--- src/rtl/vending_pkg.sv ---
// Shared vending definitions: coin codes, coin values and dispenser state encoding.
// The inventory feature of change_dispenser is enabled with CHANGE_INVENTORY_EN.
package vending_pkg;

  localparam int COIN_VAL_W = 16;

  localparam logic [1:0] COIN_500  = 2'b00;
  localparam logic [1:0] COIN_1000 = 2'b01;
  localparam logic [1:0] COIN_2000 = 2'b10;
  localparam logic [1:0] COIN_5000 = 2'b11;

  typedef enum logic [2:0] {
    IDLE,
    SELECT,
    ISSUE,
    DONE,
    ERROR
  } state_e;

  function automatic logic [COIN_VAL_W-1:0] coin_value(input logic [1:0] code);
    logic [COIN_VAL_W-1:0] v;
    case (code)
      COIN_500:  v = 16'd500;
      COIN_1000: v = 16'd1000;
      COIN_2000: v = 16'd2000;
      default:   v = 16'd5000;
    endcase
    return v;
  endfunction

endpackage

--- src/rtl/change_dispenser_coin_selector.sv ---
// Greedy coin pick: largest available denomination whose value fits in the remaining amount.
module coin_selector
  import vending_pkg::*;
#(
  parameter int AMT_W = 16
) (
  input  logic [AMT_W-1:0] remaining_i,
  input  logic [3:0]       avail_i,
  output logic             found_o,
  output logic [1:0]       code_o
);

  logic [31:0] rem_wide;
  assign rem_wide = 32'(remaining_i);

  // Ascending scan so that a larger fitting coin overrides a smaller one.
  always_comb begin
    found_o = 1'b0;
    code_o  = COIN_500;
    for (int i = 0; i < 4; i++) begin
      if (avail_i[i] && (32'(coin_value(2'(i))) <= rem_wide)) begin
        found_o = 1'b1;
        code_o  = 2'(i);
      end
    end
  end

endmodule

--- src/rtl/change_dispenser.sv ---
// Change payout FSM: accepts an amount, offers coins to the hopper largest first, reports done/error.
// Define CHANGE_INVENTORY_EN to track per-denomination coin counts with refill.
module change_dispenser
  import vending_pkg::*;
#(
  parameter int AMT_W      = 16,
  parameter int CNT_W      = 8,
  parameter int INIT_COINS = 10
) (
  input  logic             clk,
  input  logic             reset,
  input  logic             req_valid,
  output logic             req_ready,
  input  logic [AMT_W-1:0] req_amount,
  output logic             coin_valid,
  output logic [1:0]       coin_code,
  input  logic             coin_ack,
  output logic             busy,
  output logic             done,
  output logic             error,
  output logic [AMT_W-1:0] residual,
  input  logic             refill,
  input  logic [1:0]       refill_code
);

  state_e           state_q, state_d;
  logic [AMT_W-1:0] remaining_q, remaining_d;
  logic [AMT_W-1:0] residual_q, residual_d;
  logic [1:0]       code_q, code_d;
  logic [3:0]       avail;
  logic             sel_found;
  logic [1:0]       sel_code;
  logic             coin_taken;
  logic [AMT_W-1:0] coin_amt;

  assign coin_taken = (state_q == ISSUE) && coin_ack;
  assign coin_amt   = AMT_W'(coin_value(code_q));

`ifdef CHANGE_INVENTORY_EN
  logic [CNT_W-1:0] count_q [4];
  logic [CNT_W-1:0] count_d [4];
  logic [3:0]       inc_req, dec_req;

  // Simultaneous refill and payout of the same denomination cancel out.
  always_comb begin
    inc_req = '0;
    dec_req = '0;
    for (int i = 0; i < 4; i++) begin
      count_d[i] = count_q[i];
      inc_req[i] = refill && (refill_code == 2'(i));
      dec_req[i] = coin_taken && (code_q == 2'(i));
      if (inc_req[i] && !dec_req[i]) begin
        if (count_q[i] != '1) count_d[i] = count_q[i] + 1'b1;
      end else if (dec_req[i] && !inc_req[i]) begin
        if (count_q[i] != '0) count_d[i] = count_q[i] - 1'b1;
      end
    end
  end

  always_ff @(posedge clk or negedge reset) begin
    if (!reset) begin
      for (int i = 0; i < 4; i++) count_q[i] <= CNT_W'(INIT_COINS);
    end else begin
      for (int i = 0; i < 4; i++) count_q[i] <= count_d[i];
    end
  end

  always_comb begin
    for (int i = 0; i < 4; i++) avail[i] = (count_q[i] != '0);
  end
`else
  logic unused_refill;
  assign unused_refill = ^{refill, refill_code, CNT_W[0], INIT_COINS[0]};
  assign avail         = 4'hF;
`endif

  coin_selector #(.AMT_W(AMT_W)) u_sel (
    .remaining_i (remaining_q),
    .avail_i     (avail),
    .found_o     (sel_found),
    .code_o      (sel_code)
  );

  always_comb begin
    state_d     = state_q;
    remaining_d = remaining_q;
    residual_d  = residual_q;
    code_d      = code_q;
    case (state_q)
      IDLE: begin
        if (req_valid) begin
          remaining_d = req_amount;
          residual_d  = '0;
          state_d     = SELECT;
        end
      end
      SELECT: begin
        if (sel_found) begin
          code_d  = sel_code;
          state_d = ISSUE;
        end else if (remaining_q == '0) begin
          state_d = DONE;
        end else begin
          state_d = ERROR;
        end
      end
      ISSUE: begin
        if (coin_ack) begin
          remaining_d = remaining_q - coin_amt;
          state_d     = SELECT;
        end
      end
      DONE:  state_d = IDLE;
      ERROR: begin
        residual_d = remaining_q;
        state_d    = IDLE;
      end
      default: state_d = IDLE;
    endcase
  end

  always_ff @(posedge clk or negedge reset) begin
    if (!reset) begin
      state_q     <= IDLE;
      remaining_q <= '0;
      residual_q  <= '0;
      code_q      <= COIN_500;
    end else begin
      state_q     <= state_d;
      remaining_q <= remaining_d;
      residual_q  <= residual_d;
      code_q      <= code_d;
    end
  end

  // Outputs decode the state register so reset removes the coin offer immediately.
  assign req_ready  = (state_q == IDLE);
  assign busy       = (state_q != IDLE);
  assign coin_valid = (state_q == ISSUE);
  assign coin_code  = code_q;
  assign done       = (state_q == DONE);
  assign error      = (state_q == ERROR);
  assign residual   = residual_q;

endmodule

--- config.mk ---
export PLATFORM = sky130hd
export DESIGN_NAME = change_dispenser
export DESIGN_NICKNAME = d
export VERILOG_FILES = /design/src/rtl/vending_pkg.sv /design/src/rtl/change_dispenser_coin_selector.sv /design/src/rtl/change_dispenser.sv
export SDC_FILE = /design/constraint.sdc
export NUM_CORES = 1
export LEC_CHECK = 0
export BUFFER_PORTS_ARGS = -buffer_cell sky130_fd_sc_hd__buf_4
export CAP_MARGIN = 10
export CORE_ASPECT_RATIO = 1.75
export CORE_MARGIN = 2
export CORE_UTILIZATION = 54
export CTS_CLUSTER_SIZE = 12
export DETAILED_ROUTE_END_ITERATION = 8
export GPL_TIMING_DRIVEN = 0
export PLACE_DENSITY = 0.84
export SETUP_SLACK_MARGIN = 0.05
export SLEW_MARGIN = 20
export SYNTH_ARGS = -nofsm -noshare
export SYNTH_HDL_FRONTEND = slang
export SYNTH_SLANG_ARGS = --single-unit
--- constraint.sdc ---
create_clock -name clk -period 2.7 [get_ports clk]
set_input_delay 0.54 -clock clk [delete_from_list [all_inputs] [get_ports clk]]
set_output_delay 0.54 -clock clk [all_outputs]
set_load 0.005 [all_outputs]
==> summary.txt <==
Run status
  – Run status: finished, final reports clean

Placed design
  – Port bufs: 42
  – Placed instance count: 308
  – Placed Instance Area: approximately 2500 µm²
  – GPL Wtd Cong: approximately 0.92
  – Post-DP HPWL: 3840 µm

Critical path
  – Worst Path Arrival: approximately 2800 ps
  – Crit end category: flop
  – R2r worst-path depth: 8
  – Reg2reg start: coin_code[0]$_DFFE_PN0P_
  – Startpoint class of the critical path: flop
  – R2r setup slk: approximately 160 ps
  – Crit Path Class: flop to flop
  – Critical path required time: just under 3000 ps
  – Reg2Reg Capture Point: remaining_q[11]$_DFFE_PN0P_
  – CP Max Fanout: 6

Finish
  – Share of the core filled with cells: slightly below 70%
  – Post-Layout Cell Count: around 320
  – Layout cells sized above 1: 20.4%
  – Diode count: 0
  – Syn-to-layout area delta: 21.9%
  – Final nets: around 300
  – Finished Cell Area: between 2000 and 3000 µm²
  – Filler cells: 314

Clock tree
  – # resized after CTS: 0
  – CTS tree: built
  – H-tree lvl count: 2
  – Postcts setup bufs: 0
  – Clock sink count: 37
  – CTS Buffer Depth: 2
  – Clk Latency, worst-skew pair: slightly below 300 ps
  – CTS root buf: clkbuf_8
  – CTS Buf Count: 5
  – Reg clk slew, reported paths: approximately 80 ps
  – Post-CTS Hold Fix Bufs: 0

Logic synthesis
  – FF+latch count, synth: 37
  – Ys async rst share: 100%
  – Synth Instances: between 200 and 250
  – Post-synthesis sequential area ratio: approximately 45%
  – Syn Area/Cell: roughly 9.4 µm²
  – Number of flops mapped to enable cells by yosys: 0
  – Synth unique cells: between 40 and 50
  – Main synth FF type: dfrtp_1
  – Netlist Area Pre-Place: 2080 µm²
  – YS warnings: 0
  – Net Count, Synth: approximately 250

Drt
  – DRC: 0
  – ANT nets after route: 0
  – Initial DRT Pass Iterations: 4
  – Wire per inst: between 15 and 20 µm
  – DR vias/cell: between 6 and 7
  – Starting DRT DRC Count: between 50 and 60
  – Vias: roughly 2.0k
  – Drt total wl: 5360 µm

Floorplanning
  – Chip Width: about 51 µm
  – Die Y: roughly 86 µm
  – Row count: 29
  – IO Pins: 46
  – Die Area: ~4400 µm²
  – CORE AREA: 3660 µm²
  – Initial Util: approximately 57%

Timing
  – Period minus WS final: between 2000 and 3000 ps
  – RSZ-0062 raised after global routing: no
  – Setup TNS after final layout: 0 ps
  – Final Skew: a little over 8 ps
  – Final hold vios: 0
  – Final Cycle Share: 94.1%
  – Max_slew headroom: a little under a quarter
  – Final setup viols: 0
  – Slew @ Worst Pin: between 1000 and 1500 ps
  – Max Clk Rate: 394 MHz
  – Slew Viols, Final: 0

Pwr
  – Lkg Pwr: around 1.2 nW
  – Worst IR Drop VDD: roughly 730 µV
  – Pwr/cell area: around 1100 nW/µm²

Global route
  – GRT Total Usage: 26.2%
  – GRT overflow: 0
  – Vias in the first global route: ~1.9k
  – Antenna violations before repair: 0
  – Largest net degree at the start of global routing: 38
  – Global-route wire length before repair: 8580 µm

Run
  – Max-cap violations: 0

Hold path
  – Hold Path Class: primary input to asynchronous set/reset pin
## flip-flops by register name (all words and copies together) (netlist names)
signal / cells
remaining_q: 16
state_q: 3
coin_code: 2
residual: 16
## report_power, final
part | internal (mW) | leakage, nW | total, mW | switching, mW
clock | 0.179 | 0.0450 | 0.373 | 0.194
sequential | 0.704 | 0.469 | 0.896 | 0.193
combinational | 0.647 | 0.659 | 1.58 | 0.934
## routing by layer
layer | GRT usage, % | vias to the layer above | wire [µm]
met1 | 27.8 | 961 | 2010
met3 | 5.57 | 15 | 292
met5 | 0 | - | 0
met2 | 46.9 | 84 | 2910
met4 | 14.3 | 0 | 150
li1 | - | 925 | -
## worst max path at each step
stage                             start                           to  slack, ps  cells after the start
3_5_place_dp   coin_code[0]$_DFFE_PN0P_  remaining_q[11]$_DFFE_PN0P_        210                      8
4_1_cts        coin_code[0]$_DFFE_PN0P_  remaining_q[11]$_DFFE_PN0P_        170                      8
5_1_grt        coin_code[0]$_DFFE_PN0P_  remaining_q[11]$_DFFE_PN0P_         80                      8
2_1_floorplan  coin_code[0]$_DFFE_PN0P_  remaining_q[11]$_DFFE_PN0P_        370                      8
6_report       coin_code[0]$_DFFE_PN0P_  remaining_q[11]$_DFFE_PN0P_        160                      8
3_3_place_gp   coin_code[0]$_DFFE_PN0P_  remaining_q[11]$_DFFE_PN0P_        230                      8
## metrics by stage
stage	hold slack, ps	setup WS (ps)	power [mW]
floorplan	244	370	1.99
global placement	483	230	2.39
detailed placement	485	213	2.43
CTS	211	173	2.82
global route	227	76.0	3.05
finish	184	159	2.85
## cells in the mapped netlist, types with 2 or more instances
cell / number / area share [%]
a211o_1: 3 / 1.3
a211oi_1: 4 / 1.4
a21oi_1: 14 / 3.4
a22o_1: 17 / 7.2
a31oi_1: 2 / 0.60
and3_1: 4 / 1.2
clkbuf_1: 12 / 2.2
dfrtp_1: 37 / 45
ha_1: 8 / 4.8
inv_1: 6 / 1.1
mux2_2: 2 / 1.1
nand2_1: 12 / 2.2
nand2b_1: 2 / 0.60
nand3_1: 7 / 1.7
nand4_1: 3 / 0.90
nor2_1: 25 / 4.5
nor2b_1: 4 / 1.2
nor3_1: 11 / 2.6
o211ai_1: 4 / 1.4
o21a_1: 5 / 1.8
o21ai_0: 12 / 2.9
o311a_1: 2 / 0.96
## critical path, cell delays in order (launching register included)
cell and delay [ps]:
dfrtp_1 470, inv_1 120, ha_1 300, nor2b_1 140, o21a_1 180, a311o_1 440, a211o_1 340, a2111o_1 410
nand3_1 80
## final cells by class
| cell class | instances | area (µm²) | area share, % |
|---|---|---|---|
| Timing Repair Buffer | 42 | 315 | 12.4 |
| Clock inverter | 2 | 10.0 | 0.395 |
| Clock buffer | 6 | 72.6 | 2.86 |
| Multi-Input combinational cell | 164 | 1080 | 42.6 |
| Buffer | 13 | 50.0 | 1.98 |
| Tap cell | 46 | 57.6 | 2.27 |
| Sequential cell | 37 | 926 | 36.5 |
| Inverter | 6 | 22.5 | 0.889 |
## cells in the final DEF (no fill, tap or decap), types with 8 or more instances in the layout
cell       n
a21oi_1   14
nor3_1    11
nand2_1   12
dfrtp_1   37
a22o_1    17
ha_1       8
nor2_1    25
o21ai_0   12
buf_4     42
clkbuf_1  13
## logic make-up after synthesis
kind of cell             after synthesis  synth area share [%]
AO/OA/AOI/OAI                         73                  25.5
XOR/XNOR                               2                 0.843
adder cells (fa/ha/maj)                9                  5.78
buffers and inverters                 19                  3.49
flip-flops                            37                  44.6
multiplexers                           3                  1.57
AND/OR/NAND/NOR                       77                  18.2
Power figures use the tool's default switching activity.
